[src/rtl/sha_ctrl_pkg.sv]
// Purpose : shared types and helpers for the SHA message sequencer.
// Latency : n/a (types, constants and a pure function only).
// Backpr. : n/a.
// Contents: seq_state_t FSM encoding, DIGEST_CHARS, ASCII_CR/LF, nibble_to_hex().
package sha_ctrl_pkg;

    typedef enum logic [1:0] {
        COLLECT   = 2'd0,
        FEED      = 2'd1,
        WAIT_HASH = 2'd2,
        SEND      = 2'd3
    } seq_state_t;

    localparam int         DIGEST_CHARS = 64;
    localparam logic [7:0] ASCII_CR     = 8'h0D;
    localparam logic [7:0] ASCII_LF     = 8'h0A;

    // Lowercase hex: 0-9 -> '0'-'9', 10-15 -> 'a'-'f' ('a' - 10 = 8'h57).
    function automatic logic [7:0] nibble_to_hex(input logic [3:0] n);
        if (n < 4'd10) begin
            return 8'h30 + {4'd0, n};
        end
        return 8'h57 + {4'd0, n};
    endfunction

endpackage

[src/rtl/sha_msg_sequencer_if.sv]
// Purpose : bundle of every non-clock/reset signal of the sequencer.
// Latency : n/a (wiring only).
// Backpr. : tx_busy throttles the TX side, core_delay stalls the feed side.
// Ports   : rx_* from uart_rx, core_* to/from sha256, tx_* to/from uart_tx,
//           msg_len / rx_dropped / timeout_err status.
//           master = sequencer view, slave = surrounding system view.
interface sha_msg_sequencer_if;

    logic         rx_valid;
    logic [7:0]   rx_data;

    logic         core_reset;
    logic [7:0]   core_data;
    logic         core_data_end;
    logic         core_delay;
    logic         core_done;
    logic [255:0] core_hash;

    logic         tx_send;
    logic [7:0]   tx_char;
    logic         tx_busy;

    logic [6:0]   msg_len;
    logic         rx_dropped;
    logic         timeout_err;

    modport master (
        input  rx_valid, rx_data,
        output core_reset, core_data, core_data_end,
        input  core_delay, core_done, core_hash,
        output tx_send, tx_char,
        input  tx_busy,
        output msg_len, rx_dropped, timeout_err
    );

    modport slave (
        output rx_valid, rx_data,
        input  core_reset, core_data, core_data_end,
        output core_delay, core_done, core_hash,
        input  tx_send, tx_char,
        output tx_busy,
        input  msg_len, rx_dropped, timeout_err
    );

endinterface

[src/rtl/msg_byte_buffer.sv]
// Purpose : DEPTH x 8 message byte store, one write port and one read port.
// Latency : write lands on the clock edge; read is combinational.
// Backpr. : none; the caller owns all sequencing.
// Ports   : clk, i_we/i_wr_idx/i_wr_dat (write), i_rd_idx -> o_rd_dat (read).
module msg_byte_buffer #(
    parameter int DEPTH = 16,
    parameter int IW    = 4
) (
    input  logic          clk,
    input  logic          i_we,
    input  logic [IW-1:0] i_wr_idx,
    input  logic [7:0]    i_wr_dat,
    input  logic [IW-1:0] i_rd_idx,
    output logic [7:0]    o_rd_dat
);

    logic [7:0] r_mem [DEPTH];

    always_ff @(posedge clk) begin
        if (i_we) begin
            r_mem[i_wr_idx] <= i_wr_dat;
        end
    end

    assign o_rd_dat = r_mem[i_rd_idx];

endmodule

[src/rtl/sha_msg_sequencer.sv]
// Purpose : buffers a UART message, feeds it to sha256, streams the digest as hex to uart_tx.
// Latency : first byte on core_data one cycle after terminator/fill; one byte per unstalled cycle.
// Backpr. : core_delay holds the feed; tx_busy gates each character (send held until busy seen).
// Ports   : clk, reset (sync, active-high), bus (sha_msg_sequencer_if.master).
module sha_msg_sequencer
    import sha_ctrl_pkg::*;
#(
    parameter int         MAX_LEN      = 16,
    parameter logic [7:0] TERMINATOR   = 8'h0D,
    parameter int         HASH_TIMEOUT = 4096,
    parameter bit         APPEND_CRLF  = 1'b1
) (
    input  logic               clk,
    input  logic               reset,
    sha_msg_sequencer_if.master bus
);

    localparam int         IW          = (MAX_LEN > 1) ? $clog2(MAX_LEN) : 1;
    localparam int         WW          = $clog2(HASH_TIMEOUT) + 1;
    localparam int         TOTAL_CHARS = DIGEST_CHARS + (APPEND_CRLF ? 2 : 0);
    localparam logic [6:0] MAX_LEN7    = 7'(MAX_LEN);
    localparam logic [6:0] LAST_CHAR   = 7'(TOTAL_CHARS - 1);
    localparam logic [WW-1:0] WDOG_LAST = WW'(HASH_TIMEOUT - 1);

    seq_state_t    r_state;
    logic [6:0]    r_len;
    logic [IW-1:0] r_idx;
    logic [WW-1:0] r_wdog;
    logic [6:0]    r_cnt;
    logic          r_tx_inflight;

    logic          r_core_reset;
    logic [7:0]    r_core_data;
    logic          r_core_data_end;
    logic          r_tx_send;
    logic [7:0]    r_tx_char;
    logic          r_rx_dropped;
    logic          r_timeout_err;

    logic          w_is_term;
    logic          w_wr_en;
    logic [6:0]    w_len_inc;
    logic [IW-1:0] w_rd_idx;
    logic [7:0]    w_rd_dat;
    logic [7:0]    w_first_byte;
    logic [6:0]    w_idx7;
    logic          w_at_last;
    logic          w_next_last;
    logic [7:0]    w_nib_base;
    logic [3:0]    w_nib;
    logic [7:0]    w_char;

    assign w_is_term = (bus.rx_data == TERMINATOR);
    assign w_wr_en   = !reset && (r_state == COLLECT) && bus.rx_valid && !w_is_term;
    assign w_len_inc = r_len + 7'd1;

    // In COLLECT the read port pre-fetches byte 0 for the FEED entry;
    // in FEED it looks one byte ahead of the byte being presented.
    assign w_rd_idx = (r_state == COLLECT) ? '0 : r_idx + IW'(1);

    // A fill with MAX_LEN==1 writes byte 0 on the same edge it must be presented.
    assign w_first_byte = (r_len == 7'd0) ? bus.rx_data : w_rd_dat;

    assign w_idx7      = 7'(r_idx);
    assign w_at_last   = (w_idx7 == r_len - 7'd1);
    assign w_next_last = (w_idx7 + 7'd1 == r_len - 7'd1);

    // Character k shows core_hash[255-4k -: 4]; indices past the digest are CR, LF.
    assign w_nib_base = 8'd255 - {r_cnt[5:0], 2'b00};
    assign w_nib      = bus.core_hash[w_nib_base -: 4];
    always_comb begin
        w_char = nibble_to_hex(w_nib);
        if (r_cnt == 7'(DIGEST_CHARS)) begin
            w_char = ASCII_CR;
        end else if (r_cnt > 7'(DIGEST_CHARS)) begin
            w_char = ASCII_LF;
        end
    end

    msg_byte_buffer #(
        .DEPTH (MAX_LEN),
        .IW    (IW)
    ) u_buf (
        .clk      (clk),
        .i_we     (w_wr_en),
        .i_wr_idx (r_len[IW-1:0]),
        .i_wr_dat (bus.rx_data),
        .i_rd_idx (w_rd_idx),
        .o_rd_dat (w_rd_dat)
    );

    always_ff @(posedge clk) begin
        if (reset) begin
            r_state         <= COLLECT;
            r_len           <= '0;
            r_idx           <= '0;
            r_wdog          <= '0;
            r_cnt           <= '0;
            r_tx_inflight   <= 1'b0;
            r_core_reset    <= 1'b1;
            r_core_data     <= '0;
            r_core_data_end <= 1'b0;
            r_tx_send       <= 1'b0;
            r_tx_char       <= '0;
            r_rx_dropped    <= 1'b0;
            r_timeout_err   <= 1'b0;
        end else begin
            if (bus.rx_valid && (r_state != COLLECT)) begin
                r_rx_dropped <= 1'b1;
            end

            case (r_state)
                COLLECT: begin
                    r_core_reset <= 1'b1;
                    if (bus.rx_valid) begin
                        if (w_is_term) begin
                            if (r_len == 7'd0) begin
                                r_rx_dropped <= 1'b1;
                            end else begin
                                r_state         <= FEED;
                                r_idx           <= '0;
                                r_core_reset    <= 1'b0;
                                r_core_data     <= w_rd_dat;
                                r_core_data_end <= (r_len == 7'd1);
                            end
                        end else begin
                            r_len <= w_len_inc;
                            // Buffer full: start hashing without waiting for a terminator.
                            if (w_len_inc == MAX_LEN7) begin
                                r_state         <= FEED;
                                r_idx           <= '0;
                                r_core_reset    <= 1'b0;
                                r_core_data     <= w_first_byte;
                                r_core_data_end <= (MAX_LEN7 == 7'd1);
                            end
                        end
                    end
                end

                FEED: begin
                    if (!bus.core_delay) begin
                        if (w_at_last) begin
                            r_state         <= WAIT_HASH;
                            r_core_data_end <= 1'b0;
                            r_wdog          <= '0;
                        end else begin
                            r_idx           <= r_idx + IW'(1);
                            r_core_data     <= w_rd_dat;
                            r_core_data_end <= w_next_last;
                        end
                    end
                end

                WAIT_HASH: begin
                    if (bus.core_done) begin
                        r_state       <= SEND;
                        r_cnt         <= '0;
                        r_tx_inflight <= 1'b0;
                    end else if (r_wdog == WDOG_LAST) begin
                        r_timeout_err <= 1'b1;
                        r_state       <= COLLECT;
                        r_len         <= '0;
                        r_core_reset  <= 1'b1;
                    end else begin
                        r_wdog <= r_wdog + WW'(1);
                    end
                end

                SEND: begin
                    if (r_tx_send) begin
                        // Hold request and char until the transmitter acknowledges with busy.
                        if (bus.tx_busy) begin
                            r_tx_send     <= 1'b0;
                            r_tx_inflight <= 1'b1;
                        end
                    end else if (r_tx_inflight) begin
                        if (!bus.tx_busy) begin
                            r_tx_inflight <= 1'b0;
                            if (r_cnt == LAST_CHAR) begin
                                r_state      <= COLLECT;
                                r_len        <= '0;
                                r_core_reset <= 1'b1;
                            end else begin
                                r_cnt <= r_cnt + 7'd1;
                            end
                        end
                    end else if (!bus.tx_busy) begin
                        r_tx_send <= 1'b1;
                        r_tx_char <= w_char;
                    end
                end

                default: r_state <= COLLECT;
            endcase
        end
    end

    assign bus.core_reset    = r_core_reset;
    assign bus.core_data     = r_core_data;
    assign bus.core_data_end = r_core_data_end;
    assign bus.tx_send       = r_tx_send;
    assign bus.tx_char       = r_tx_char;
    assign bus.msg_len       = r_len;
    assign bus.rx_dropped    = r_rx_dropped;
    assign bus.timeout_err   = r_timeout_err;

endmodule

[src/flat_wrapper.sv]
// flat-port wrapper written by rule: the top's interface ports become plain ports
module sha_msg_sequencer_flat import sha_ctrl_pkg::*;
#(
    parameter int         MAX_LEN      = 16,
    parameter logic [7:0] TERMINATOR   = 8'h0D,
    parameter int         HASH_TIMEOUT = 4096,
    parameter bit         APPEND_CRLF  = 1'b1
)
  (clk, reset, bus_rx_valid, bus_rx_data, bus_core_reset, bus_core_data, bus_core_data_end, bus_core_delay, bus_core_done, bus_core_hash, bus_tx_send, bus_tx_char, bus_tx_busy, bus_msg_len, bus_rx_dropped, bus_timeout_err);
  sha_msg_sequencer_if bus_i ();
  input  logic clk;
  input  logic reset;
  input wire logic [$bits(bus_i.rx_valid)-1:0] bus_rx_valid;
  input wire logic [$bits(bus_i.rx_data)-1:0] bus_rx_data;
  output wire logic [$bits(bus_i.core_reset)-1:0] bus_core_reset;
  output wire logic [$bits(bus_i.core_data)-1:0] bus_core_data;
  output wire logic [$bits(bus_i.core_data_end)-1:0] bus_core_data_end;
  input wire logic [$bits(bus_i.core_delay)-1:0] bus_core_delay;
  input wire logic [$bits(bus_i.core_done)-1:0] bus_core_done;
  input wire logic [$bits(bus_i.core_hash)-1:0] bus_core_hash;
  output wire logic [$bits(bus_i.tx_send)-1:0] bus_tx_send;
  output wire logic [$bits(bus_i.tx_char)-1:0] bus_tx_char;
  input wire logic [$bits(bus_i.tx_busy)-1:0] bus_tx_busy;
  output wire logic [$bits(bus_i.msg_len)-1:0] bus_msg_len;
  output wire logic [$bits(bus_i.rx_dropped)-1:0] bus_rx_dropped;
  output wire logic [$bits(bus_i.timeout_err)-1:0] bus_timeout_err;
  assign bus_i.rx_valid = bus_rx_valid;
  assign bus_i.rx_data = bus_rx_data;
  assign bus_core_reset = bus_i.core_reset;
  assign bus_core_data = bus_i.core_data;
  assign bus_core_data_end = bus_i.core_data_end;
  assign bus_i.core_delay = bus_core_delay;
  assign bus_i.core_done = bus_core_done;
  assign bus_i.core_hash = bus_core_hash;
  assign bus_tx_send = bus_i.tx_send;
  assign bus_tx_char = bus_i.tx_char;
  assign bus_i.tx_busy = bus_tx_busy;
  assign bus_msg_len = bus_i.msg_len;
  assign bus_rx_dropped = bus_i.rx_dropped;
  assign bus_timeout_err = bus_i.timeout_err;
  sha_msg_sequencer #(.MAX_LEN(MAX_LEN), .TERMINATOR(TERMINATOR), .HASH_TIMEOUT(HASH_TIMEOUT), .APPEND_CRLF(APPEND_CRLF)) u_core (.clk(clk), .reset(reset), .bus(bus_i));
endmodule
[config.mk]
export PLATFORM = sky130hd
export DESIGN_NAME = sha_msg_sequencer_flat
export DESIGN_NICKNAME = d
export VERILOG_FILES = /design/src/rtl/sha_ctrl_pkg.sv /design/src/rtl/sha_msg_sequencer_if.sv /design/src/rtl/msg_byte_buffer.sv /design/src/rtl/sha_msg_sequencer.sv /design/src/flat_wrapper.sv
export SDC_FILE = /design/constraint.sdc
export NUM_CORES = 1
export LEC_CHECK = 0
export ABC_AREA = 1
export CAP_MARGIN = 25
export CORE_UTILIZATION = 54
export CTS_CLUSTER_SIZE = 12
export DETAILED_ROUTE_END_ITERATION = 8
export PLACE_DENSITY = 0.87
export SYNTH_ARGS = -nofsm -noshare
export SYNTH_HDL_FRONTEND = slang
export SYNTH_SLANG_ARGS = --single-unit
[constraint.sdc]
create_clock -name clk -period 6.3 [get_ports clk]
set_clock_uncertainty 0.15 [all_clocks]
set_input_delay 1.26 -clock clk [delete_from_list [all_inputs] [get_ports clk]]
set_output_delay 1.26 -clock clk [all_outputs]
set_load 0.01 [all_outputs]
* Word-level counts from Yosys, hierarchy flattened *
Memories as Yosys holds them, arrays and structs flattened.
Cells that the tools add are included.

word-level totals
  register bits = 55
  output and inout bits = 28
  input bits = 270
  word-level logic and storage cells = 170
  RAM bits = 128
  memories kept = 1

memory list
  name                words  bits a word  rd ports  clocked after memory_dff  wr ports  line                   source
  u_core.u_buf.r_mem  16     8            1         0                         1         msg_byte_buffer.sv:17  logic [7:0] r_mem [DEPTH];

operators by class
  $add $sub $neg = 9
  muxes and demuxes = 88
  magnitude comparators = 2
  bitwise operators = 4
  reduce and logical (&&, ||, !) cells = 23
  shifts and indexed selects = 1
  eq/ne operators = 29

operator list
  cell                     count
  $shiftx A259 B9 Y4       1
  $mux W7                  13
  $mux W8                  11
  $mux W13                 4
  $mux W1                  32
  $mux W4                  7
  $pmux W13 S2             1
  $mux W2                  12
  $pmux W7 S3              1
  $ne A2 B2 Y1 const B     10
  $pmux W8 S2              1
  $add A7 B1 Y7 const B    2
  $eq A7 B7 Y1 const B     2
  $pmux W7 S2              1
  $add A13 B1 Y13 const B  1
  $eq A13 B12 Y1 const B   1
  $reduce_and A6 Y1        2
  $reduce_and A10 Y1       1
  $reduce_and A5 Y1        2
  $reduce_and A9 Y1        1
  $add A7 B4 Y8 const A    1
  $eq A8 B4 Y1 const B     1
  $ne A2 B1 Y1 const B     4
  $pmux W2 S4              1
  28 further kinds         43

* Logic depth before layout (Yosys ltp) *
Gate-level depths: netlist (run 1).
An unclocked memory read counts as a cell.

  depth after elaboration = 8
  mapped depth = 19
  mapped depth without buffers = 17

* Modules after synthesis *
Synthesis (run 1) repeated with hierarchy kept, for this count alone.

unflattened totals
  cells, all modules = 1815
  area, all modules = 12071.6 um^2

modules (own cells, without submodules)
  module             area an instance (um^2)  cells an instance  instances  seq. area each (um^2)
  sha_msg_sequencer  6465.0                   1272               1          1081.0
  msg_byte_buffer    5606.6                   543                1          3843.7

* Least setup slack after synthesis (run 1) *
OpenSTA, ideal clock, no wires.

  path type = input to register
  start point = in bus_rx_data[0]
  end point = mem u_core.u_buf.r_mem[0][0] (enable)
  path buffers = 0
  setup slack = 3.203 ns
  arrival = 2.577 ns
  stages = 6
  cell sequence = nor3b_1 -> nand3_1 -> inv_1 -> nor4_1 -> nand2_1 -> nor2_1

on the way
  cells in the longest elaborated chain, start to end = 5

RTL lines
  element                        line                     source
  from (decl)                    flat_wrapper.sv:14       input wire logic [$bits(bus_i.rx_data)-1:0] bus_rx_data;
  $eq A8 B4 Y1                   sha_msg_sequencer.sv:53  assign w_is_term = (bus.rx_data == TERMINATOR);
  $logic_not A1 Y1               sha_msg_sequencer.sv:54  assign w_wr_en = !reset && (r_state == COLLECT) && bus.rx_valid && !w_is_term;
  $logic_and A1 B1 Y1            sha_msg_sequencer.sv:54
  $mux W1                        msg_byte_buffer.sv:20    if (i_we) begin
  $mux W1 (implied by the code)  msg_byte_buffer.sv:21    r_mem[i_wr_idx] <= i_wr_dat;
  to (decl)                      msg_byte_buffer.sv:17

Every way passes these cells.

* Worst setup path after layout (run 1) *
  start point = in bus_rx_data[5]
  end point = mem u_core.u_buf.r_mem[11][1] (enable)

The elaborated chain is that of the path after synthesis.

==> results_dict.tcl, run 1 <==
set metrics [dict create \
    vias 12000 \
    ys.flop_type "edfxtp_1" \
    grt_first_pass_wirelength_um 58400 \
    synth_edf_count 128 \
    wl_per_cell_um 17.3 \
    critical_path_arrival_ps 4500 \
    syn_avg_cell_area_um2 7.01 \
    synthCells 1639 \
    yosysTopAreaCell "edfxtp_1" \
    slew_viol_final 0 \
    fmax_mhz 218 \
    dp.cells 2144 \
    synth_area_leaders "edfxtp_1, nand2_1, dfxtp_1, nor2_1, o21ai_0" \
    wirelength_um 37800 \
    clockBufferDepth 2 \
    netlist_area_um2 11500 \
    power.total_w 0.00377 \
    finalCritPeriodShare_pct 72.7 \
    grt_pass1_vias 11400 \
    tns_ps 0 \
    synth_top_area_share_pct 33.4 \
    ys_types 46 \
    ant_nets 0 \
    end_kind "flip-flop" \
    multiInputGateArea_um2 5570 \
    row_count 53 \
    instances_no_fill 2178 \
    worst_setup_path_start_kind "input port" \
    grt_max_degree 77 \
    io_pins 298 \
    power_leakage_nw 6.27 \
    cts_setup_buffers 0 \
    setup_viol 0 \
    cts_made_buffers 17 \
    antenna_found_initial 2 \
    synthArstFlopShare_pct 0 \
    drt-initial-drc-count 1138 \
    final_nets 2168 \
    grt_setup_unrepaired "false" \
    regArea_um2 4930 \
    postCtsResizedCells 0 \
    gr-usage-all-layers_pct 34.7 \
    dr.pass1.iters 6 \
    final_cell_area_um2 15100 \
    status "finished clean" \
    worst-slew-pin-transition_ps 1010 \
    yosysMostFrequentCell "nand2_1" \
    hold_class "flip-flop to flip-flop" \
    peakVddDrop_mv 0.195 \
    clk-insertion-delay-late_ps 440 \
    cp_data_required_time_ps 6220 \
    die_area_um2 21900 \
    power_density_nw_per_um2 250 \
    synthTopCellsByCount "nand2_1, nor2_1, inv_1, edfxtp_1, o21ai_0" \
    synthToLayoutAreaGrowth_pct 31.2 \
    yosys_warnings 0 \
    clock-sinks 182 \
    die_h_um 148 \
    drc_errors 0 \
    cts_tree "done" \
    drive_above_1_share_pct 4.89 \
    gr-total-overflow 0 \
    hpwl_um 26900 \
    cts_root_buf "clkbuf_16" \
    maxCapViolations 0 \
    initial_core_util_pct 54.9 \
    slew_headroom_pct 32.9 \
    core_um2 21000 \
    n_fill_cell 1659 \
    vias_per_cell 5.49 \
    ys_seq_elements 182 \
    synth_nets 1919 \
    placedInstanceArea_um2 14500 \
    path_class "input port to flip-flop" \
    path_clk_slew_ps 70 \
    min_period_ps 4580 \
    path_max_fanout 18 \
    place.gp.congestion 0.962 \
    synth-seq-area-share_pct 42.8 \
    postCtsHoldBufs 0 \
    hold_viol_final 0 \
    portBuffers 296 \
    die_w_um 148 \
    cts.htree.levels 4 \
]
sequential cells by signal, indices dropped and copies added, names as in the netlist, 2 cells and up:
signal                cells
u_core.bus.core_data      8
u_core.bus.msg_len        7
u_core.bus.tx_char        7
u_core.r_cnt              7
u_core.r_idx              4
u_core.r_state            2
u_core.r_wdog            13
u_core.u_buf.r_mem      128
logic make-up after synthesis:
| family | share of synthesized area [%] |
|---|---|
| simple gates | 34.3 |
| compound gates | 11.4 |
| buf+inv | 8.69 |
| flops | 42.8 |
| xor+xnor | 1.60 |
| fa+ha+maj | 1.09 |
| other cells | 0.0326 |
layer usage:
layer	vias to the layer above	track usage, %	wire length, um
li1	5783	-	-
met1	5352	41.7	14000
met2	702	58.6	18100
met3	124	8.30	3910
met4	0	16.4	1780
met5	-	0	0
worst max-delay path, cell delays in order:
cell and delay, ps:
clkdlybuf4s50_1 1060, nor2_1 180, nand3_1 230, inv_1 110
nor4_1 610, nand2_1 370, nor2_1 670
cells in the final DEF (no fill, tap or decap), types with 3 or more instances in the layout:
master | synthesis | layout
ha_1 | 10 | 10
a31oi_1 | 3 | 3
o21bai_1 | 3 | 3
buf_4 | 14 | 10
a211oi_1 | 11 | 11
nor4_1 | 4 | 4
o211ai_1 | 3 | 3
edfxtp_1 | 128 | 128
inv_2 | 14 | 14
nor2_2 | 8 | 8
o22ai_1 | 10 | 10
a21oi_1 | 50 | 50
xor2_1 | 20 | 20
inv_6 | 0 | 6
o21ai_1 | 47 | 47
dfxtp_1 | 54 | 52
nor3_2 | 5 | 5
clkdlybuf4s50_1 | 0 | 296
or2_2 | 3 | 3
nand4_1 | 5 | 5
nor3b_1 | 3 | 3
nor2_4 | 3 | 3
nand2_1 | 503 | 503
nor2_1 | 263 | 263
or2_1 | 6 | 6
nor3_1 | 12 | 12
clkinv_1 | 1 | 3
o21ai_0 | 111 | 111
nand2_4 | 4 | 4
clkbuf_16 | 0 | 17
inv_1 | 141 | 140
nand3_1 | 110 | 110
nand2_2 | 3 | 3
or2_0 | 8 | 8
clkinv_2 | 0 | 3
worst paths after layout:
| path | end | cells after the start | startpoint | slack, ps |
|---|---|---|---|---|
| setup / recovery | u_core.u_buf.r_mem[11][1] | 7 | bus_rx_data[5] | 1720 |
| hold / removal | u_core.r_wdog[4] | 2 | u_core.r_wdog[3] | 330 |
| setup reg to reg | u_core.bus.tx_char[1] | 17 | u_core.r_cnt[0] | 2260 |
| hold reg to reg | u_core.r_wdog[4] | 2 | u_core.r_wdog[3] | 330 |
where the power goes:
group | internal, W | leakage [nW] | switching, W
Sequential | 0.00134 | 1.59 | 0.0000616
Combinational | 0.000515 | 4.39 | 0.000802
Clock | 0.000589 | 0.285 | 0.000469
area by class of cell:
cell class	count	share of cell area, %
multi-input combinational	1223	36.9
clock buffer	18	2.85
timing repair buffer	308	20.3
antenna	2	0.0332
sequential	182	32.7
inverter	156	3.89
clock inverter	14	0.979
tap	275	2.28
per-stage QoR:
step | hold slack [ps] | setup WS [ps] | utilization [%]
5_1_grt | 345 | 1600 | 72.0
3_3_place_gp | 302 | 1740 | 69.2
4_1_cts | 330 | 1800 | 72.0
2_1_floorplan | 298 | 3200 | -
6_report | 328 | 1720 | 72.0
3_5_place_dp | 307 | 1540 | 69.2
Note: power is estimated with default switching activity, not from simulation.
==> run 2, diff against run 1 <==
--- a/config.mk
+++ b/config.mk
@@ -7,10 +7,10 @@
 export LEC_CHECK = 0
 export ABC_AREA = 1
 export CAP_MARGIN = 25
-export CORE_UTILIZATION = 54
+export CORE_UTILIZATION = 45
 export CTS_CLUSTER_SIZE = 12
 export DETAILED_ROUTE_END_ITERATION = 8
-export PLACE_DENSITY = 0.87
+export PLACE_DENSITY = 0.78
 export SYNTH_ARGS = -nofsm -noshare
 export SYNTH_HDL_FRONTEND = slang
 export SYNTH_SLANG_ARGS = --single-unit
==> constraint.sdc (replaced) <==
create_clock -name clk -period 3.9 [get_ports clk]
set_clock_uncertainty 0.15 [all_clocks]
set_input_delay 0.78 -clock clk [delete_from_list [all_inputs] [get_ports clk]]
set_output_delay 0.78 -clock clk [all_outputs]
set_load 0.01 [all_outputs]
==> run 2 against run 1 <==
Against the previous run:
- the run now ends with design-rule violations left
- core utilization fell by 11 points
- design area rose by 2.3%
- global-route usage fell by 5.0 points
- die area rose by 20%
==> results_dict.tcl, run 2 (synthesis gave the netlist of run 1 again) <==
set metrics [dict create \
    path_max_fanout 44 \
    cts.htree.levels 4 \
    cts_made_buffers 17 \
    postCtsHoldBufs 0 \
    status "finished, violations left" \
    core_um2 25100 \
    grt_setup_unrepaired "false" \
    path_class "flip-flop to flip-flop" \
    initial_core_util_pct 45.8 \
    die_h_um 162 \
    clock-sinks 182 \
    io_pins 298 \
    violations "design-rule violations" \
    cts_setup_buffers 0 \
    final_cell_area_um2 15400 \
    dr.pass1.iters 7 \
    cts_tree "done" \
    vias_per_cell 5.28 \
    tns_ps 0 \
    postCtsResizedCells 0 \
    die_area_um2 26200 \
    ant_nets 0 \
    place.gp.congestion 0.999 \
    final_common_cell "nand2_1" \
    largest-register "u_core.u_buf.r_mem" \
    cts_root_buf "clkbuf_16" \
    power_leakage_nw 6.44 \
    drive_above_1_share_pct 6.38 \
    die_w_um 162 \
    synthToLayoutAreaGrowth_pct 34.3 \
    slew_viol_final 0 \
    drt-initial-drc-count 1288 \
    path_clk_slew_ps 70 \
    antenna_found_initial 0 \
    placedInstanceArea_um2 14800 \
    num_antenna_cells 0 \
    peakVddDrop_mv 0.290 \
    cp_data_required_time_ps 4110 \
    grt_max_degree 141 \
    gr-total-overflow 0 \
    critical_path_arrival_ps 3340 \
    min_period_ps 3130 \
    portBuffers 296 \
    maxCapViolations 0 \
    wl_per_cell_um 17.0 \
    drc_errors 1 \
    worst_setup_path_start_kind "flip-flop" \
    clockBufferDepth 2 \
    hold_class "flip-flop to flip-flop" \
    slew_headroom_pct 54.3 \
    grt_pass1_vias 11400 \
    hpwl_um 28700 \
    clk-insertion-delay-late_ps 440 \
    gr-usage-all-layers_pct 29.7 \
    vias 11900 \
    row_count 58 \
    hold_viol_final 0 \
    worst-slew-pin-transition_ps 682 \
    wirelength_um 38500 \
    largest_register_ffs 128 \
    power_density_nw_per_um2 402 \
    finalCritPeriodShare_pct 80.2 \
    end_kind "flip-flop" \
    setup_viol 0 \
    fmax_mhz 320 \
    grt_first_pass_wirelength_um 59800 \
    final_nets 2196 \
    layout_common_cells "nand2_1, clkdlybuf4s50_1, nor2_1" \
]
==> run 2: cell types whose count changed in the layout (fill, tap and decap cells not counted) <==
cell | before | now
inv_8 | 0 | 3
buf_12 | 1 | 5
buf_4 | 10 | 35
clkinvlp_4 | 0 | 1
diode_2 | 2 | 0
buf_6 | 1 | 0
clkinv_8 | 0 | 1
clkinv_2 | 3 | 1
clkinv_1 | 3 | 1
clkinv_4 | 2 | 1
==> run 2: area by class of cell <==
cell class	count	area, um^2
clock buffers	18	429
fillers	2267	9670
well taps	330	413
repair buffers	336	3330
clock inverters	14	179
inverters	156	587
multi-input cells	1223	5570
flip-flops and latches	182	4930
==> run 2: worst paths after layout <==
path / to / slack [ps] / cells after the start / startpoint
max reg2reg: u_core.bus.tx_char[2] / 770 / 16 / u_core.r_cnt[0]
min: u_core.bus.core_data[2] / 320 / 2 / u_core.bus.core_data[2]
max: u_core.bus.tx_char[2] / 770 / 16 / u_core.r_cnt[0]
min reg2reg: u_core.bus.core_data[2] / 320 / 2 / u_core.bus.core_data[2]
==> run 2: stage by stage <==
| stage | power (W) | utilization [%] | hold slack [ps] | std cells | setup slack, ps |
|---|---|---|---|---|---|
| after floorplan | 0.00365 | - | 298 | 1639 | 1280 |
| after global placement | 0.00440 | 59.1 | 306 | 2227 | 804 |
| after detailed placement | 0.00445 | 59.1 | 309 | 2227 | 731 |
| after CTS | 0.00620 | 61.5 | 324 | 2259 | 814 |
| after global routing | 0.00652 | 61.5 | 339 | 2259 | 588 |
| final | 0.00621 | 61.5 | 324 | 2259 | 771 |
==> run 2: layer usage <==
| metal | vias to the layer above | wire, um | GRT usage [%] |
|---|---|---|---|
| met5 | - | 0 | 0 |
| met3 | 80 | 3340 | 5.64 |
| li1 | 5832 | - | - |
| met4 | 0 | 1250 | 11.2 |
| met2 | 565 | 18400 | 49.7 |
| met1 | 5452 | 15500 | 38.0 |
==> run 2: where the power goes <==
part	switching (W)	total, W	internal [W]
combinational	0.00132	0.00219	0.000867
sequential	0.0000886	0.00224	0.00216
clock	0.000800	0.00178	0.000976
total	0.00221	0.00621	0.00400
==> run 2: worst max-delay path, stage by stage (launching register included) <==
cell	delay, ps
dfxtp_4	370
clkinv_2	430
buf_12	370
o21ai_0	400
o21ai_1	180
nand2_1	90
nand2_1	50
nor2_1	110
nor2_1	50
nor2_1	80
nand2_1	80
inv_1	80
ha_1	170
nand3_1	110
nand4_1	120
nand2_1	60
a21oi_1	140
==> run 3, diff against run 2 <==
--- a/config.mk
+++ b/config.mk
@@ -7,10 +7,10 @@
 export LEC_CHECK = 0
 export ABC_AREA = 1
 export CAP_MARGIN = 25
-export CORE_UTILIZATION = 45
+export CORE_UTILIZATION = 50
 export CTS_CLUSTER_SIZE = 12
 export DETAILED_ROUTE_END_ITERATION = 8
-export PLACE_DENSITY = 0.78
+export PLACE_DENSITY = 0.82
 export SYNTH_ARGS = -nofsm -noshare
 export SYNTH_HDL_FRONTEND = slang
 export SYNTH_SLANG_ARGS = --single-unit
==> constraint.sdc (replaced) <==
create_clock -name clk -period 3.1 [get_ports clk]
set_clock_uncertainty 0.15 [all_clocks]
set_input_delay 0.62 -clock clk [delete_from_list [all_inputs] [get_ports clk]]
set_output_delay 0.62 -clock clk [all_outputs]
set_load 0.01 [all_outputs]
==> run 3 against run 2 <==
Against the previous run:
- the run now ends clean
- setup slack lost 410 ps
- first-iteration DRC count shrank 16%
- count of clock-buffer cells in the layout shrank 1
- core utilization grew 6.9 points
- maximum frequency grew 14%
- final cell count shrank 1.4%
- die area shrank 9.9%
- sequential share of layout area is essentially flat
- highest routed layer unchanged
==> results_dict.tcl, run 3 (synthesis gave the netlist of run 1 again) <==
set metrics [dict create \
    status "finished clean" \
    cpPeakStageDelay_ps 420 \
    io_pins 298 \
    multiInputGateArea_um2 5570 \
    path_clk_slew_ps 70 \
    fmax_mhz 365 \
    finalCritPeriodShare_pct 88.4 \
    gr-usage-all-layers_pct 32.6 \
    dr.pass1.iters 7 \
    clockBufferDepth 2 \
    slew_viol_final 0 \
    hold_class "flip-flop to flip-flop" \
    power_leakage_nw 6.48 \
    drive_above_1_share_pct 7.05 \
    die_h_um 154 \
    grt_max_degree 85 \
    cp_slowest_cell "o21ai_0" \
    worst-slew-pin-transition_ps 775 \
    final_common_cell "nand2_1" \
    n_fill_cell 1925 \
    cp_data_required_time_ps 3330 \
    path_max_fanout 15 \
    wirelength_um 37900 \
    num_antenna_cells 0 \
    crit_chain "clkinv_2 -> buf_4 -> o21ai_0 -> o21ai_1 -> nand2_1 -> nand2_1 -> nor2_1 -> nor2_1 -> nor2_1 -> nand2_1 -> inv_1 -> ha_1 -> inv_1 -> nand3_1 -> nand2_1 -> nand2_1 -> a21oi_1" \
    power_density_nw_per_um2 499 \
    initial_core_util_pct 50.9 \
    clk-insertion-delay-late_ps 450 \
    ff2ff_path_depth 17 \
    die_w_um 154 \
    gr-total-overflow 0 \
    final_nets 2209 \
    vias 12100 \
    postCtsResizedCells 0 \
    cts_made_buffers 17 \
    r2r_slack_ps 360 \
    cts_tree "done" \
    min_period_ps 2740 \
    cts.htree.levels 4 \
    largest_register_ffs 128 \
    grt_setup_unrepaired "false" \
    place.gp.congestion 0.916 \
    hpwl_um 28000 \
    worst_setup_path_start_kind "flip-flop" \
    slew_headroom_pct 48.2 \
    clock-sinks 182 \
    crit_top_cell "nand2_1" \
    final_util_pct 68.4 \
    wl_per_cell_um 17.0 \
    hold_depth 2 \
    drc_errors 0 \
    cts_root_buf "clkbuf_16" \
    core_um2 22600 \
    regArea_um2 4930 \
    largest-register "u_core.u_buf.r_mem" \
    postCtsHoldBufs 0 \
    whs_ps 330 \
    grt_first_pass_wirelength_um 59900 \
    peakVddDrop_mv 0.414 \
    grt_pass1_vias 11700 \
    vias_per_cell 5.42 \
    antenna_found_initial 0 \
    portBuffers 296 \
    tns_ps 0 \
    setup_viol 0 \
    critical_path_arrival_ps 2970 \
    synthToLayoutAreaGrowth_pct 34.2 \
    row_count 55 \
    end_kind "flip-flop" \
    die_area_um2 23600 \
    layout_common_cells "nand2_1, clkdlybuf4s50_1, nor2_1" \
    hold_viol_final 0 \
    cts_setup_buffers 0 \
    path_class "flip-flop to flip-flop" \
    ant_nets 0 \
    drt-initial-drc-count 1083 \
    maxCapViolations 0 \
]
## run 3: changes by cell type in the layout (fill, tap and decap cells not counted), sizes merged
cell      before  now
clkinvlp       1    2
clkinv         4    8
bufinv         2    0
buf           40   53
clkbuf        18   17
inv          163  161
## run 3: layer usage
metal,wire (um),up-vias,share of wire [%],global-route usage [%]
li1,-,5872,-,-
met1,14600,5497,38,39.0
met2,18600,595,49,56.6
met3,3190,104,8.4,6.57
met4,1550,0,4.1,14.7
met5,0,-,0,0
## run 3: power breakdown
part | internal, W | switching, W | total, W
Sequential | 0.00271 | 0.0000895 | 0.00280
Clock | 0.00107 | 0.00104 | 0.00211
Combinational | 0.00111 | 0.00167 | 0.00278
Total | 0.00490 | 0.00280 | 0.00770
## run 3: path summary, 6_finish.rpt
kind,from,end
setup / recovery,u_core.r_cnt[0],u_core.bus.tx_char[1]
hold / removal,u_core.r_wdog[3],u_core.r_wdog[4]
setup reg to reg,u_core.r_cnt[0],u_core.bus.tx_char[1]
hold reg to reg,u_core.r_wdog[3],u_core.r_wdog[4]
## run 3: layout make-up
| cell class | instances | area share (%) |
|---|---|---|
| clock inverters | 15 | 1.03 |
| well taps | 285 | 2.31 |
| flip-flops and latches | 182 | 31.9 |
| multi-input cells | 1223 | 36.1 |
| inverters | 156 | 3.80 |
| clock buffers | 17 | 2.76 |
| repair buffers | 349 | 22.0 |
## run 3: worst max-delay path: cells and delay by family (launching register included)
kind	cells	cell delay, ps
buffers and inverters	4	550
AND/OR/NAND/NOR	9	640
AO/OA/AOI/OAI	3	750
flip-flops	1	370
adder cells (fa/ha/maj)	1	220
## run 3: stage by stage
step                instances  setup WS (ps)  total power (W)  cell area [um^2]
finish                   2227            359          0.00770             15400
detailed placement       2195            193          0.00559             14800
CTS                      2227            381          0.00768             15400
floorplan                1639            643          0.00459             11500
global route             2227           74.6          0.00811             15400
global placement         2194            211          0.00552             14800
